==> src/rtl/laboratories_map_loader.sv <==
// laboratories_map_loader
//
// Front end of the beam-timeline solver. Accepts the puzzle grid as an ASCII
// byte stream, packs each text row into a WIDTH-bit splitter bitmap (bit c set
// when column c holds '^'), and writes the rows one at a time into map storage.
// It also records the column of the 'S' entry point and flags malformed input.
//
// Optional feature macro: LOADER_SPLIT_COUNT_EN
//   defined     -> 16-bit saturating count of accepted '^' bytes on split_count
//   not defined -> split_count is tied to 0
//
// Ports
//   clk          in   single clock, rising edge
//   rst          in   synchronous active-high reset
//   start        in   one-cycle pulse, begins a load from IDLE/DONE/ERROR
//   in_valid     in   byte on in_data is valid
//   in_data      in   8-bit ASCII character
//   in_ready     out  loader accepts a byte (high only while loading)
//   row_we       out  one-cycle row write strobe
//   row_addr     out  row index, valid with row_we
//   row_data     out  row bitmap, valid with row_we
//   start_col    out  column of 'S', valid when start_found
//   start_found  out  'S' seen in the current load
//   done         out  all rows written without error (sticky)
//   error        out  malformed input detected (sticky)
//   err_code     out  0 none, 1 illegal char, 2 row length, 3 'S' problem
//   split_count  out  accepted '^' count (or 0, see macro above)

module laboratories_map_loader #(
  parameter int WIDTH  = 141,
  parameter int HEIGHT = 141,
  parameter int ADDR_W = 8
) (
  input  logic              clk,
  input  logic              rst,
  input  logic              start,
  input  logic              in_valid,
  input  logic [7:0]        in_data,
  output logic              in_ready,
  output logic              row_we,
  output logic [ADDR_W-1:0] row_addr,
  output logic [WIDTH-1:0]  row_data,
  output logic [ADDR_W-1:0] start_col,
  output logic              start_found,
  output logic              done,
  output logic              error,
  output logic [1:0]        err_code,
  output logic [15:0]       split_count
);

  typedef enum logic [1:0] {
    ST_IDLE  = 2'd0,
    ST_LOAD  = 2'd1,
    ST_DONE  = 2'd2,
    ST_ERROR = 2'd3
  } state_t;

  state_t            state_r;
  logic [ADDR_W-1:0] col_r;
  logic [ADDR_W-1:0] row_r;
  logic [WIDTH-1:0]  shift_r;

  logic       accept_s;
  logic       caret_s;
  logic       row_full_s;
  logic       last_row_s;
  logic [1:0] err_s;
  logic       commit_s;
  logic       shift_en_s;
  logic       take_s_s;
  logic       finish_s;

  // Byte classification: decides what the byte accepted this cycle does.
  always_comb begin
    accept_s   = in_valid && in_ready;
    caret_s    = (in_data == 8'h5E);
    row_full_s = (col_r == ADDR_W'(WIDTH));
    last_row_s = (row_r == ADDR_W'(HEIGHT - 1));
    err_s      = 2'd0;
    commit_s   = 1'b0;
    shift_en_s = 1'b0;
    take_s_s   = 1'b0;
    finish_s   = 1'b0;
    if (accept_s && (state_r == ST_LOAD)) begin
      case (in_data)
        8'h2E, 8'h5E: begin // '.' or '^'
          if (row_full_s) begin
            err_s = 2'd2;
          end else begin
            shift_en_s = 1'b1;
          end
        end
        8'h53: begin // 'S'
          if (row_full_s) begin
            err_s = 2'd2;
          end else if ((row_r == ADDR_W'(0)) && !start_found) begin
            shift_en_s = 1'b1;
            take_s_s   = 1'b1;
          end else begin
            err_s = 2'd3;
          end
        end
        8'h0D: begin // '\r' is dropped
          err_s = 2'd0;
        end
        8'h0A: begin // '\n'
          if (col_r == ADDR_W'(0)) begin
            err_s = 2'd0; // blank line
          end else if (row_full_s) begin
            commit_s = 1'b1;
            // The final row is written even when 'S' never appeared.
            if (last_row_s) begin
              if (start_found) begin
                finish_s = 1'b1;
              end else begin
                err_s = 2'd3;
              end
            end else begin
              finish_s = 1'b0;
            end
          end else begin
            err_s = 2'd2;
          end
        end
        default: begin
          err_s = 2'd1;
        end
      endcase
    end else begin
      err_s = 2'd0;
    end
  end

  // Control FSM with all registered outputs.
  always_ff @(posedge clk) begin
    if (rst) begin
      state_r     <= ST_IDLE;
      col_r       <= '0;
      row_r       <= '0;
      shift_r     <= '0;
      in_ready    <= 1'b0;
      row_we      <= 1'b0;
      row_addr    <= '0;
      row_data    <= '0;
      start_col   <= '0;
      start_found <= 1'b0;
      done        <= 1'b0;
      error       <= 1'b0;
      err_code    <= 2'd0;
    end else begin
      row_we <= 1'b0;
      case (state_r)
        ST_LOAD: begin
          // Characters enter at the MSB, so after WIDTH of them the first
          // (leftmost) character sits in bit 0.
          if (shift_en_s) begin
            shift_r <= {caret_s, shift_r[WIDTH-1:1]};
            col_r   <= col_r + ADDR_W'(1);
          end
          if (take_s_s) begin
            start_found <= 1'b1;
            start_col   <= col_r;
          end
          if (commit_s) begin
            row_we   <= 1'b1;
            row_addr <= row_r;
            row_data <= shift_r;
            row_r    <= row_r + ADDR_W'(1);
            col_r    <= '0;
          end
          if (err_s != 2'd0) begin
            state_r  <= ST_ERROR;
            in_ready <= 1'b0;
            error    <= 1'b1;
            err_code <= err_s;
          end else if (finish_s) begin
            state_r  <= ST_DONE;
            in_ready <= 1'b0;
            done     <= 1'b1;
          end
        end
        ST_IDLE, ST_DONE, ST_ERROR: begin
          if (start) begin
            state_r     <= ST_LOAD;
            in_ready    <= 1'b1;
            col_r       <= '0;
            row_r       <= '0;
            shift_r     <= '0;
            start_col   <= '0;
            start_found <= 1'b0;
            done        <= 1'b0;
            error       <= 1'b0;
            err_code    <= 2'd0;
          end
        end
        default: begin
          state_r  <= ST_IDLE;
          in_ready <= 1'b0;
        end
      endcase
    end
  end

`ifdef LOADER_SPLIT_COUNT_EN
  logic [15:0] split_cnt_r;
  logic        caret_acc_s;

  // Any accepted '^' counts, including one that itself raises an error.
  always_comb begin
    caret_acc_s = accept_s && caret_s;
  end

  // Saturating splitter counter, cleared whenever a new load begins.
  always_ff @(posedge clk) begin
    if (rst) begin
      split_cnt_r <= 16'd0;
    end else if (start && (state_r != ST_LOAD)) begin
      split_cnt_r <= 16'd0;
    end else if (caret_acc_s && (split_cnt_r != 16'hFFFF)) begin
      split_cnt_r <= split_cnt_r + 16'd1;
    end else begin
      split_cnt_r <= split_cnt_r;
    end
  end

  assign split_count = split_cnt_r;
`else
  assign split_count = 16'd0;
`endif

endmodule

==> config.mk <==
export PLATFORM = sky130hd
export DESIGN_NAME = laboratories_map_loader
export DESIGN_NICKNAME = d
export VERILOG_FILES = /design/src/rtl/laboratories_map_loader.sv
export SDC_FILE = /design/constraint.sdc
export NUM_CORES = 1
export LEC_CHECK = 0
export CORE_AREA = 2 2 237 122
export CTS_BUF_LIST = sky130_fd_sc_hd__clkbuf_2 sky130_fd_sc_hd__clkbuf_4 sky130_fd_sc_hd__clkbuf_8
export CTS_CLUSTER_DIAMETER = 80
export DETAILED_ROUTE_END_ITERATION = 8
export DIE_AREA = 0 0 239 124
export HOLD_SLACK_MARGIN = 0.06
export PLACE_DENSITY = 0.69
export SLEW_MARGIN = 20
export SYNTH_ARGS = -nofsm -noshare
export SYNTH_HDL_FRONTEND = slang
export SYNTH_SLANG_ARGS = --single-unit
==> constraint.sdc <==
create_clock -name clk -period 2.38 [get_ports clk]
set_input_delay 0.476 -clock clk [delete_from_list [all_inputs] [get_ports clk]]
set_output_delay 0.476 -clock clk [all_outputs]
set_load 0.01 [all_outputs]
==> results.py <==
metrics = {
    "run_status": {
        "status": "finished clean",
    },
    "clock_network": {
        "clk_path_buf_depth": 3,
        "cts_tree": "built",
        "cts_hold_buffers": 0,
        "cts-root-buf": "clkbuf_8",
        "htree_levels": 2,
        "cts_sinks": 323,
        "clk_pin_slew_ps": 70,
        "cts-buffers-inserted": 45,
        "insertion_delay_ps": 570,
    },
    "floorplanning": {
        "die_x_um": 239,
        "start_util_pct": 42.9,
        "dieArea_um2": 29600,
        "num_rows": 43,
        "die_y_um": 124,
        "coreArea_um2": 27400,
        "boundaryPins": 192,
    },
    "global_routing": {
        "grt_max_degree": 82,
        "antenna_found_initial": 0,
        "grt_pass1_wl_um": 47300,
        "grt.total_usage_pct": 19.4,
        "gr-total-overflow": 0,
        "grt_pass1_vias": 9867,
    },
    "cells_and_area": {
        "final_cells": 2035,
        "n_fill_cell": 2455,
        "antennaDiodeCount": 0,
        "drive_gt1_share_pct": 8.54,
        "area_growth_pct": 27.7,
        "nets": 1662,
        "finish.utilization_pct": 54.8,
    },
    "timing": {
        "setup_viol": 0,
        "hold_violations": 0,
        "fmaxAchievable_mhz": 438,
        "finClkSkew_ps": 15.2,
        "rsz0062_at_grt": "false",
        "worst_pin_slew_ps": 889,
        "slew_headroom_pct": 40.7,
        "timing.final.crit_share_pct": 96.0,
        "fin_ws_ps": 95.3,
        "finalMaxSlewViolations": 0,
        "fin_crit_ps": 2280,
    },
    "yosys": {
        "synthTopCellsByArea": "dfxtp_1 (55%), nand2_1 (18%), a21oi_1 (13%)",
        "async_flop_share_pct": 0,
        "netlist.area_leader.share_pct": 54.9,
        "syn_area_um2": 11800,
        "synth_common_cells": "nand2_1 (577), dfxtp_1 (323), a21oi_1 (298)",
        "synth_flop_cell": "dfxtp_1",
        "post-synth-top-area-cell": "dfxtp_1",
        "synth.distinct_cells": 51,
        "ys_seq_elements": 323,
        "synth-seq-area-share_pct": 54.9,
        "yosysMostFrequentCell": "nand2_1",
        "yosysWarnings": 0,
        "synth-edff-count": 0,
        "syn_area_per_cell_um2": 7.97,
        "synth_cells": 1477,
    },
    "flow_run": {
        "cap_violations": 0,
    },
    "detailed_routing": {
        "ant_nets": 0,
        "vias": 10300,
        "wl_um": 28900,
        "drt-pass1-iter-count": 5,
        "wl_per_cell_um": 14.2,
        "drc": 0,
        "drt_iter0_markers": 618,
        "via_per_inst": 5.05,
    },
    "power_and_ir_drop": {
        "p_leak_nw": 4.89,
        "switching_share_pct": 22.0,
        "peakVddDrop_v": 0.000341,
        "design_power_total_mw": 10.3,
        "p_int_mw": 8.01,
        "p_switching_mw": 2.26,
        "clkPwrFrac_pct": 44.7,
        "combPwrFrac_pct": 2.5,
        "seqPwrFrac_pct": 52.8,
        "power_density_nw_per_um2": 683,
    },
    "critical_path": {
        "rr_startpoint": "row_r[0]",
        "cp-end-kind": "register",
        "critical_path_class": "input port to register",
        "start_kind": "input port",
        "startpoint": "in_data[4]",
        "rrSetupSlack_ps": 200,
        "crit_arrival_ps": 2790,
        "cp.required_ps": 2880,
        "path_max_fanout": 6,
    },
    "worst_hold_path": {
        "hp-start": "rst",
        "hp-class": "input port to register",
    },
    "placed_design": {
        "gp_congestion": 0.848,
        "dp.cells": 1958,
        "post-place-ws_ps": -489,
        "io_buffer_count": 175,
        "post-dp-hpwl_um": 19200,
    },
}
[through the flow]
step	TNS, ps	hold WS, ps	cell area, um^2
5_1_grt	0	229	15000
3_5_place_dp	-124770	443	14000
6_report	0	251	15000
4_1_cts	0	201	15000
2_1_floorplan	0	437	11800
3_3_place_gp	-111170	439	14000
[worst paths after layout]
kind	to	cells past startpoint
setup reg to reg	col_r[6]	10
setup / recovery	col_r[6]	9
hold / removal	row_addr[2]	2
hold reg to reg	row_data[11]	2
[repair_timing]
action,4_1_cts,5_1_grt
resized for setup,0,4
setup endpoints to repair,0,147
setup buffers,0,0
[critical path: stages]
cell and delay, ps:
clkdlybuf4s50_1 480, or3b_1 420, a211o_1 310, buf_4 150
a211oi_4 240, buf_4 240, o311ai_0 160, xor2_1 180
nor2_1 120
[cell usage in the layout, fill, tap and decap left out, types with 5 or more instances in the layout]
cell,n
nand2_1,575
dfxtp_1,323
a21oi_1,297
clkdlybuf4s50_1,174
clkbuf_8,60
buf_4,40
nand3_1,30
nor2_1,17
conb_1,16
buf_12,14
clkbuf_4,11
a22o_1,8
inv_1,7
xor2_1,7
nand2b_1,6
o21ai_0,5
and3_1,5
nor3_1,5
ha_1,5
[area by class of cell]
type / instances / area (um^2) / area share, %
multi-input cells: 1039 / 4790 / 31.9
clock inverters: 6 / 61.3 / 0.408
flip-flops and latches: 323 / 6470 / 43.0
well taps: 360 / 450 / 3.00
clock buffers: 71 / 908 / 6.04
inverters: 7 / 26.3 / 0.175
repair buffers: 229 / 2330 / 15.5
[layer usage]
layer | GRT usage [%] | part of all wire [%] | vias up
met5 | 0 | 0 | -
met4 | 6.33 | 2.2 | 0
met3 | 4.19 | 4.4 | 51
met2 | 33.8 | 49 | 220
met1 | 24.2 | 45 | 4841
li1 | - | - | 5160
[registers in the layout, summed over array words and instances (netlist names)]
register and flops:
err_code 2, row_addr 8, row_data 141, row_we 1, start_found 1, in_ready 1
shift_r 141, error 1, col_r 8, done 1, state_r 2, row_r 8
start_col 8
[power by group through the flow]
| stage | registers [mW] | clock network (mW) | logic [mW] |
|---|---|---|---|
| 5_1_grt | 5.41 | 4.97 | 0.285 |
| 6_report | 5.42 | 4.59 | 0.260 |
| 4_1_cts | 5.42 | 4.73 | 0.261 |
| 3_3_place_gp | 5.54 | 0 | 0.256 |
| 3_5_place_dp | 5.54 | 0 | 0.261 |
| 2_1_floorplan | 5.54 | 0 | 0.168 |
[cell families after synthesis]
family | share of synthesized area, %
other | 0.0319
adder cells (fa/ha/maj) | 0.531
AO/OA/AOI/OAI | 15.5
buffers and inverters | 5.31
flip-flops | 54.9
XOR/XNOR | 0.818
AND/OR/NAND/NOR | 22.8
(Power assumes the default switching activity.)
